File: src/rtl/snn_pkg.sv
// Shared types and defaults for the SNN image loader: FSM state encoding and default sizes.
// No logic here; the error digit is what a watchdog expiry reports as the classification.
package snn_pkg;

  typedef enum logic [2:0] {
    LOAD,
    UNPACK,
    START,
    WAIT,
    RESULT
  } state_e;

  localparam int          NUM_PIXELS_DEF = 784;
  localparam int          ADDR_WIDTH_DEF = 10;
  localparam logic [3:0]  DIGIT_ERR      = 4'hF;

endpackage

File: src/rtl/snn_byte_unpacker.sv
// Byte-wide load/shift register that serialises one pixel per shift; bit_o is valid the cycle after load_i.
// No backpressure: the owner shifts exactly once per written pixel; last_bit_o flags the eighth bit.
module snn_byte_unpacker #(
  parameter int LSB_FIRST = 1
) (
  input  logic       clk,
  input  logic       rst,
  input  logic       load_i,
  input  logic [7:0] data_i,
  input  logic       shift_i,
  output logic       bit_o,
  output logic       last_bit_o
);

  logic [7:0] shreg_q;
  logic [2:0] idx_q;

  always_ff @(posedge clk or posedge rst) begin
    if (rst) begin
      shreg_q <= '0;
      idx_q   <= '0;
    end else if (load_i) begin
      shreg_q <= data_i;
      idx_q   <= '0;
    end else if (shift_i) begin
      shreg_q <= (LSB_FIRST != 0) ? {1'b0, shreg_q[7:1]} : {shreg_q[6:0], 1'b0};
      idx_q   <= idx_q + 3'd1;
    end
  end

  assign bit_o      = (LSB_FIRST != 0) ? shreg_q[0] : shreg_q[7];
  assign last_bit_o = (idx_q == 3'd7);

endmodule

File: src/rtl/snn_image_loader.sv
// Unpacks a byte stream into the 1-bit input RAM (1 accept + 8 write cycles per byte), starts snn_core, returns its digit.
// byte_ready is high only in LOAD; result is held until result_ready. Watchdog on core_done under SNN_LOADER_TIMEOUT_EN.
module snn_image_loader
  import snn_pkg::*;
#(
  parameter int NUM_PIXELS     = NUM_PIXELS_DEF,
  parameter int ADDR_WIDTH     = ADDR_WIDTH_DEF,
  parameter int LSB_FIRST      = 1,
  parameter int TIMEOUT_CYCLES = 1000000
) (
  input  logic                  clk,
  input  logic                  rst,
  input  logic [7:0]            byte_data,
  input  logic                  byte_valid,
  output logic                  byte_ready,
  output logic                  ram_we,
  output logic                  ram_data,
  output logic [ADDR_WIDTH-1:0] ram_addr,
  input  logic [ADDR_WIDTH-1:0] core_addr,
  output logic                  core_start,
  input  logic                  core_done,
  input  logic [3:0]            core_digit,
  output logic [3:0]            result_digit,
  output logic                  result_valid,
  input  logic                  result_ready,
  output logic                  busy
);

  localparam logic [ADDR_WIDTH-1:0] LAST_PIX = ADDR_WIDTH'(NUM_PIXELS - 1);

  state_e                state_q, state_d;
  logic [ADDR_WIDTH-1:0] cnt_q, cnt_d;
  logic [3:0]            digit_q, digit_d;
  logic                  byte_ready_q, busy_q, ram_we_q, core_start_q, result_valid_q;
  logic                  unpk_load, unpk_shift, unpk_bit, unpk_last;

`ifdef SNN_LOADER_TIMEOUT_EN
  localparam int       TW      = $clog2(TIMEOUT_CYCLES + 1);
  localparam logic [TW-1:0] TMO_LAST = TW'(TIMEOUT_CYCLES - 1);
  logic [TW-1:0] tmo_q, tmo_d;
`else
  logic unused_tmo;
  assign unused_tmo = ^TIMEOUT_CYCLES;
`endif

  snn_byte_unpacker #(
    .LSB_FIRST (LSB_FIRST)
  ) u_unpacker (
    .clk        (clk),
    .rst        (rst),
    .load_i     (unpk_load),
    .data_i     (byte_data),
    .shift_i    (unpk_shift),
    .bit_o      (unpk_bit),
    .last_bit_o (unpk_last)
  );

  always_comb begin
    state_d    = state_q;
    cnt_d      = cnt_q;
    digit_d    = digit_q;
    unpk_load  = 1'b0;
    unpk_shift = 1'b0;
`ifdef SNN_LOADER_TIMEOUT_EN
    tmo_d      = '0;
`endif
    case (state_q)
      LOAD: begin
        if (byte_valid) begin
          unpk_load = 1'b1;
          state_d   = UNPACK;
        end
      end
      UNPACK: begin
        unpk_shift = 1'b1;
        cnt_d      = cnt_q + 1'b1;
        // Image end wins over byte end: trailing bits of the final byte are dropped.
        if (cnt_q == LAST_PIX) begin
          state_d = START;
        end else if (unpk_last) begin
          state_d = LOAD;
        end
      end
      START: begin
        cnt_d   = '0;
        state_d = WAIT;
      end
      WAIT: begin
        if (core_done) begin
          digit_d = core_digit;
          state_d = RESULT;
        end
`ifdef SNN_LOADER_TIMEOUT_EN
        else if (tmo_q == TMO_LAST) begin
          digit_d = DIGIT_ERR;
          state_d = RESULT;
        end else begin
          tmo_d = tmo_q + 1'b1;
        end
`endif
      end
      RESULT: begin
        if (result_ready) begin
          state_d = LOAD;
        end
      end
      default: state_d = LOAD;
    endcase
  end

  // Output flags are registered decodes of the next state, so they line up with state_q.
  always_ff @(posedge clk or posedge rst) begin
    if (rst) begin
      state_q        <= LOAD;
      cnt_q          <= '0;
      digit_q        <= '0;
      byte_ready_q   <= 1'b1;
      busy_q         <= 1'b0;
      ram_we_q       <= 1'b0;
      core_start_q   <= 1'b0;
      result_valid_q <= 1'b0;
`ifdef SNN_LOADER_TIMEOUT_EN
      tmo_q          <= '0;
`endif
    end else begin
      state_q        <= state_d;
      cnt_q          <= cnt_d;
      digit_q        <= digit_d;
      byte_ready_q   <= (state_d == LOAD);
      busy_q         <= (state_d != LOAD);
      ram_we_q       <= (state_d == UNPACK);
      core_start_q   <= (state_d == START);
      result_valid_q <= (state_d == RESULT);
`ifdef SNN_LOADER_TIMEOUT_EN
      tmo_q          <= tmo_d;
`endif
    end
  end

  assign byte_ready   = byte_ready_q;
  assign busy         = busy_q;
  assign ram_we       = ram_we_q;
  assign ram_data     = ram_we_q & unpk_bit;
  assign ram_addr     = (state_q == LOAD || state_q == UNPACK) ? cnt_q : core_addr;
  assign core_start   = core_start_q;
  assign result_valid = result_valid_q;
  assign result_digit = digit_q;

endmodule

File: config.mk
export PLATFORM = sky130hd
export DESIGN_NAME = snn_image_loader
export DESIGN_NICKNAME = d
export VERILOG_FILES = /design/src/rtl/snn_pkg.sv /design/src/rtl/snn_byte_unpacker.sv /design/src/rtl/snn_image_loader.sv
export SDC_FILE = /design/constraint.sdc
export NUM_CORES = 1
export LEC_CHECK = 0
export ABC_AREA = 1
export ABC_CLOCK_PERIOD_IN_PS = 1800
export CORE_MARGIN = 2
export CORE_UTILIZATION = 25
export CTS_CLUSTER_SIZE = 25
export DETAILED_ROUTE_END_ITERATION = 7
export DONT_BUFFER_PORTS = 1
export GPL_ROUTABILITY_DRIVEN = 0
export HOLD_SLACK_MARGIN = 0.08
export PLACE_DENSITY = 0.37
export REMOVE_ABC_BUFFERS = 1
export SLEW_MARGIN = 20
export SYNTH_ARGS = -nofsm -noshare
export SYNTH_HDL_FRONTEND = slang
export SYNTH_HIERARCHICAL = 1
export SYNTH_SLANG_ARGS = --single-unit
File: constraint.sdc
create_clock -name clk -period 1.8 [get_ports clk]
set_input_delay 0.27 -clock clk [delete_from_list [all_inputs] [get_ports clk]]
set_output_delay 0.27 -clock clk [all_outputs]
set_load 0.005 [all_outputs]
# After elaboration in Yosys (flattened, before gate mapping)
# Cells that the tools add are included.
# op_classes
add_sub_neg	2
eq_ne	9
mux	15
bitwise	1
n_reduce_logical	7
# ops
cell	n
$mux W3	7
$pmux W10 S2	1
$mux W8	2
$pmux W3 S5	1
$add A10 B1 Y10 const B	1
$eq A10 B10 Y1 const B	1
$mux W10	1
$eq A3 B2 Y1 const B	3
$eq A3 B3 Y1 const B	3
$eq A3 B1 Y1 const B	2
$logic_not A3 Y1	2
$reduce_bool A2 Y1	2
$add A3 B1 Y3 const B	1
$mux W1	3
$reduce_bool A3 Y1	1
$reduce_and A2 Y1	1
$and A1 B1 Y1	1
$logic_or A1 B1 Y1	1
# totals
ff_bits	33
input_bits	27
out_inout_bits	20

# Logic depth before layout (Yosys ltp)
# Gate-level depths: netlist of run 1.
# depth
ltp_word	5
ltp_mapped	9

# Cells and area by module
# The synthesis of run 1 kept the hierarchy.
# modules_own_cells
mod	n_inst	cells_each	area_each_um2	seq_area_each_um2
snn_image_loader	1	152	1202.4	551.8
snn_byte_unpacker	1	59	511.7	275.3

# Least setup slack after synthesis of run 1
# No wires, ideal clock.
# synth_path
path_type	reg-to-output
from	reg state_q[1]
to	out ram_addr[0]
arrival_ps	1029
required_ps	1530
path_slack_ps	501
path_stages_with_launch	7
path_buffers	1
path_cell_list	dfrtp_1 -> nor2_1 -> nand2_1 -> nand2_2 -> buf_4 -> nand2_1 -> nand2_1
# synth_between
elab_chain_len	3
word_cells_on_any_way	4
cone_classes	eq/ne: 1; mux: 1; reduce/logical: 2
# synth_rtl
item	line	rtl
start: declaration	snn_image_loader.sv:31	state_e state_q, state_d;
start signal: assignment	snn_image_loader.sv:126	state_q <= state_d;
$eq A3 B1 Y1 or $logic_not A3 Y1 (tied branches)	snn_image_loader.sv:144	assign ram_addr = (state_q == LOAD || state_q == UNPACK) ? cnt_q : core_addr;
$logic_or A1 B1 Y1 (*)	snn_image_loader.sv:144	
$mux W10 (*)	snn_image_loader.sv:144	
end: declaration	snn_image_loader.sv:18	output logic [ADDR_WIDTH-1:0] ram_addr,
# Every way passes the cells marked *; elsewhere a longest branch is shown, timed or not.

# Final worst setup path of run 1
# layout_path
from	reg state_q[1]
to	out ram_addr[5]
# The elaborated chain is that of the path after synthesis.

==> run_results.csv, run 1 <==
group,metric,value,unit
placement,place_area,1800,um2
clock_network,path_clk_slew,0.07,ns
sta,fmax,595,MHz
placement,detailedPlace.worstSlack,0.312,ns
floorplanning,chipWidth,86.8,um
clock_network,numClockSinks,33,
critical_path,crit_required,1.53,ns
synth,synth.avg_cell_area,8.12,um2
sta,fin_crit_sh,0.934,
final_layout,antenna_cells,0,
job,drv_cap,0,
detailed_routing,drtIter0Drc,84,
global_route,antenna_found_initial,0,
final_layout,final_area,1940,um2
global_route,grt-ovfl-total,0,
synth,synth_seq_cells,33,
critical_path,cp.arrival,1.41,ns
min_path,hp-class,"primary input to flip-flop",
final_layout,drive_above_1_share,0.149,
synth,yosysSeqAreaShare,0.482,
power,powerDensity,1490,nW/um2
clock_network,numCtsBuffers,5,
final_layout,area_growth,12.9,%
final_layout,fillCellCount,719,
clock_network,clock_latency,0.28,ns
sta,skew,0.00653,ns
detailed_routing,drc,0,
detailed_routing,drtAntennaViolNets,0,
detailed_routing,drtPass1Iterations,4,
sta,slew_violations,0,
floorplanning,die_h,86.8,um
floorplanning,core,6720,um2
power,finalPower,2.89,mW
detailed_routing,routedWlPerCell,13.3,um
final_layout,multi_input_area,772,um2
power,leakage,0.971,nW
global_route,grt_pass1_wl,6280,um
critical_path,path_class,"flip-flop to output port",
detailed_routing,drt-vias-per-instance,4.52,
floorplanning,die_area,7540,um2
global_route,grt_max_degree,23,
clock_network,cts_tree,"done",
sta,hold_viol_final,0,
sta,slew_headroom,0.706,
sta,setup_viol,0,
critical_path,worst-path-max-fanout,5,
critical_path,start_kind,"flip-flop",
clock_network,clock_path_buffers,2,
global_route,grt.total_usage,0.109,
critical_path,worst_setup_path_end_kind,"output port",
floorplanning,pin_count,47,
sta,setup_ws,0.120,ns
floorplanning,start_util,0.255,
synth,syn-instance-count,211,
floorplanning,rows,30,
sta,rsz0062_at_grt,"false",
clock_network,htreeDepth,2,
synth,synthesis.area,1710,um2
synth,ys_warn_count,6,
global_route,grt_pass1_vias,1287,
clock_network,root_buffer,"clkbuf_8",
detailed_routing,num_vias,1362,
detailed_routing,drt-total-wl,4010,um
placement,portBuffers,0,
sta,min_period,1.68,ns
final_layout,seqCellArea,827,um2
status,status,"completed",
placement,hpwlAfterDp,2740,um
sta,worstMarginPinSlew,0.440,ns
final_layout,nets,250,
sta,timing.setup.tns,0,ns
synth,yosysUniqueCellTypes,25,
power,ir_drop,0.448,mV
worst paths after layout:
path,slack (ns),end,cells after the start,from
worst max-delay path,0.12,ram_addr[5],5,state_q[1]
worst min-delay path,0.11,u_unpacker/shreg_q[7],2,byte_data[7]
worst max register to register,0.33,u_unpacker/shreg_q[0],7,state_q[1]
worst min register to register,0.48,u_unpacker/shreg_q[7],2,u_unpacker/shreg_q[7]
max in group asynchronous,1.00,byte_ready,3,rst
min in group asynchronous,0.46,u_unpacker/shreg_q[7],2,rst
worst max-delay path, stage by stage (launching register included):
cell and delay (ns):
dfrtp_1 0.42, nor2_1 0.17, nand2_2 0.16, nand2_2 0.18, nor2_1 0.06, a21oi_1 0.15
synth_stat cells:
| cell type | count | share of area |
|---|---|---|
| nor3_4 | 1 | 0.0095 |
| dfstp_2 | 1 | 0.015 |
| buf_6 | 2 | 0.013 |
| buf_4 | 2 | 0.0088 |
| o22ai_1 | 1 | 0.0037 |
| clkinv_8 | 1 | 0.0095 |
| o21ai_0 | 9 | 0.026 |
| nor2_2 | 3 | 0.011 |
| nor3_1 | 1 | 0.0029 |
| and3_1 | 1 | 0.0037 |
| ha_1 | 3 | 0.022 |
| a21oi_1 | 9 | 0.026 |
| nand3_1 | 26 | 0.076 |
| nor2_1 | 26 | 0.057 |
| mux2_2 | 4 | 0.026 |
| nand2_1 | 55 | 0.12 |
| inv_2 | 1 | 0.0022 |
| dfrtp_1 | 32 | 0.47 |
| nand3_2 | 1 | 0.0058 |
| nor2_4 | 2 | 0.013 |
| nand2_2 | 4 | 0.015 |
| nand4_1 | 1 | 0.0037 |
| inv_1 | 22 | 0.048 |
| o21ai_2 | 1 | 0.0051 |
| nand3b_1 | 2 | 0.0088 |
per-stage QoR:
| step | util | hold slack [ns] | instances |
|---|---|---|---|
| 4_1_cts | 0.284 | 0.0965 | 299 |
| 3_3_place_gp | 0.268 | 0.189 | 290 |
| 3_5_place_dp | 0.268 | 0.187 | 290 |
| 2_1_floorplan | - | 0.122 | 207 |
| 6_report | 0.288 | 0.113 | 301 |
| 5_1_grt | 0.288 | 0.110 | 301 |
flip-flops by register name (all words and copies together), names as in the netlist, 3 cells and up:
signal	count
u_unpacker/shreg_q	8
cnt_q	10
u_unpacker/idx_q	3
state_q	3
result_digit	4
layout by cell type (no fill, tap or decap), drive strengths merged, types with 2 or more instances in the layout:
cell and n:
nand2 61, dfrtp 32, nor2 31, nand3 27
inv 23, o21ai 10, a21oi 9, clkbuf 7
mux2 4, ha 3, buf 3, nand3b 2
clkinv 2, nor3 2
power by group:
| group | internal (mW) | switching [mW] |
|---|---|---|
| Clock | 0.346 | 0.273 |
| Sequential | 0.986 | 0.170 |
| Combinational | 0.372 | 0.746 |
layout make-up:
class | instances | area share
multi-input cells | 152 | 0.399
clock buffers | 7 | 0.0498
repair buffers | 4 | 0.0168
flip-flops and latches | 33 | 0.427
clock inverters | 1 | 0.00259
well taps | 80 | 0.0517
inverters | 24 | 0.0530
per-layer routing:
layer	part of all wire	GRT usage
met1	0.47	0.137
met2	0.48	0.178
met3	0.038	0.0295
met4	0.0067	0.0426
met5	0	0
cell families after synthesis:
| family | after synthesis | share of synthesized area |
|---|---|---|
| simple gates | 123 | 0.326 |
| flops | 33 | 0.482 |
| buf+inv | 28 | 0.0817 |
| compound gates | 20 | 0.0613 |
| mux | 4 | 0.0263 |
| fa+ha+maj | 3 | 0.0219 |
timing repair:
item	in CTS	in global routing
setup buffers	0	0
hold buffers	1	0
resized for setup	0	3
setup endpoints to repair	0	10
hold endpoints to repair	32	0
Power figures use the tool's default switching activity.
==> run 2: changes to the inputs <==
SLEW_MARGIN = 15   (was 20)
==> results of run 2 <==
The final DEF is identical to that of run 1; final timing and power are the same.
==> run 3: changes to the inputs <==
SETUP_SLACK_MARGIN = 0.3   (was default)
SLEW_MARGIN = default   (was 15)
==> run_results.csv, run 3 (synthesis gave the netlist of run 1 again) <==
group,metric,value,unit
clock_network,htreeDepth,2,
detailed_routing,routedWlPerCell,13.4,um
sta,min_period,1.60,ns
clock_network,clock_path_buffers,2,
power,switching_share,0.413,
sta,slew_violations,0,
floorplanning,core,6720,um2
final_layout,final_cell_mix,"nand2_1 (50), dfrtp_1 (31), nand3_1 (26)",
final_layout,drive_above_1_share,0.286,
critical_path,cp.arrival,1.33,ns
floorplanning,chipWidth,86.8,um
placement,detailedPlace.worstSlack,0.312,ns
critical_path,r2r-end,"cnt_q[3]",
sta,fmax,627,MHz
min_path,hp-start,"byte_data[7]",
detailed_routing,num_vias,1405,
sta,setup_viol,0,
global_route,grt_max_degree,23,
min_path,hp-class,"primary input to flip-flop",
sta,slew_headroom,0.708,
sta,hold_viol_final,0,
sta,timing.setup.tns,0,ns
final_layout,nets,263,
detailed_routing,drt-total-wl,4200,um
critical_path,critPathLaunch,"state_q[0]",
detailed_routing,drtAntennaViolNets,0,
critical_path,ff2ff_path_depth,9,
power,ir_drop,0.559,mV
global_route,antenna_found_initial,0,
final_layout,fillCellCount,712,
final_layout,area_growth,27.7,%
critical_path,r2r_start,"state_q[0]",
critical_path,crit_required,1.53,ns
final_layout,antenna_cells,0,
critical_path,start_kind,"flip-flop",
global_route,grt_pass1_vias,1332,
sta,setup_ws,0.204,ns
clock_network,numClockSinks,33,
placement,portBuffers,0,
global_route,grt.total_usage,0.114,
sta,fin_worst_hold_slack,0.113,ns
power,p_comb_frac,0.459,
global_route,grt_pass1_wl,6600,um
power,pwr-share-clk,0.186,
global_route,grt-ovfl-total,0,
critical_path,reg2reg_slack,0.22,ns
status,status,"completed",
power,powerDensity,1510,nW/um2
critical_path,cp-endpoint,"ram_addr[2]",
floorplanning,pin_count,47,
detailed_routing,drtIter0Drc,68,
sta,worstMarginPinSlew,0.438,ns
placement,hpwlAfterDp,2740,um
sta,skew,0.00510,ns
floorplanning,start_util,0.255,
job,drv_cap,0,
clock_network,root_buffer,"clkbuf_8",
floorplanning,die_area,7540,um2
critical_path,worst_setup_path_end_kind,"output port",
power,switchingPower,1.36,mW
clock_network,path_clk_slew,0.07,ns
clock_network,cts_tree,"done",
detailed_routing,drtPass1Iterations,4,
sta,fin_crit_sh,0.887,
clock_network,clock_latency,0.27,ns
power,intPower,1.94,mW
sta,rsz0062_at_grt,"true",
power,leakage,1.05,nW
floorplanning,die_h,86.8,um
final_layout,largest_reg_flops,10,
final_layout,final_common_cell,"nand2_1",
critical_path,worst-path-max-fanout,7,
floorplanning,rows,30,
critical_path,path_class,"flip-flop to output port",
clock_network,numCtsBuffers,5,
detailed_routing,drc,0,
power,power.share.sequential,0.354,
detailed_routing,drt-vias-per-instance,4.47,
final_layout,regMostFlops,"cnt_q",
[run 3: worst min-delay path by stage]
stage | end | slack, ns | cells past startpoint
floorplan | u_unpacker/idx_q[0] | 0.12 | 1
global placement | u_unpacker/shreg_q[0] | 0.19 | 1
detailed placement | u_unpacker/shreg_q[0] | 0.19 | 1
CTS | u_unpacker/shreg_q[7] | 0.1 | 2
global route | u_unpacker/shreg_q[7] | 0.11 | 2
finish | u_unpacker/shreg_q[7] | 0.11 | 2
[run 3: cell type report]
| type | instances | area [um2] | area share |
|---|---|---|---|
| clock buffers | 7 | 96.3 | 0.0440 |
| clock inverters | 1 | 5.00 | 0.00229 |
| inverters | 24 | 108 | 0.0492 |
| multi-input cells | 153 | 905 | 0.413 |
| flip-flops and latches | 33 | 828 | 0.379 |
| well taps | 80 | 100 | 0.0457 |
| repair buffers | 15 | 138 | 0.0629 |
| repair inverters | 1 | 8.76 | 0.00400 |
[run 3: worst max-delay path, cell delays in order, from the launching register on]
cell and delay, ns:
dfrtp_1 0.43, inv_2 0.08, nor2_4 0.12, nand2_4 0.12
nand2_4 0.13, nor2_1 0.06, a21oi_2 0.12
[run 3: what timing repair did]
item / in CTS / in global routing
cloned: 1 / 3
hold endpoints to repair: 32 / 0
resized for setup: 7 / 35
pin swaps: 3 / 10
setup buffers: 3 / 8
hold buffers: 1 / 0
endpoints found under the setup margin: 10 / 26
[run 3: routing by layer]
layer	vias up	share of wire	GRT usage
li1	724	-	-
met2	29	0.51	0.187
met3	2	0.037	0.0295
met5	-	0	0
met4	0	0.0064	0.0426
met1	650	0.45	0.145
[run 3: through the flow]
step | std cells | utilization | power [mW] | instance area (um2)
floorplan | 207 | - | 1.96 | 1680
global placement | 290 | 0.268 | 2.24 | 1800
detailed placement | 290 | 0.268 | 2.24 | 1800
CTS | 303 | 0.294 | 3.00 | 1970
global route | 314 | 0.326 | 3.61 | 2190
finish | 314 | 0.326 | 3.30 | 2190
[run 3: power by group through the flow]
stage | Combinational (mW) | Sequential [mW] | Clock [mW]
2_1_floorplan | 0.830 | 1.13 | 0
3_3_place_gp | 1.07 | 1.18 | 0
3_5_place_dp | 1.07 | 1.17 | 0
4_1_cts | 1.19 | 1.16 | 0.649
5_1_grt | 1.73 | 1.20 | 0.678
6_report | 1.52 | 1.17 | 0.615
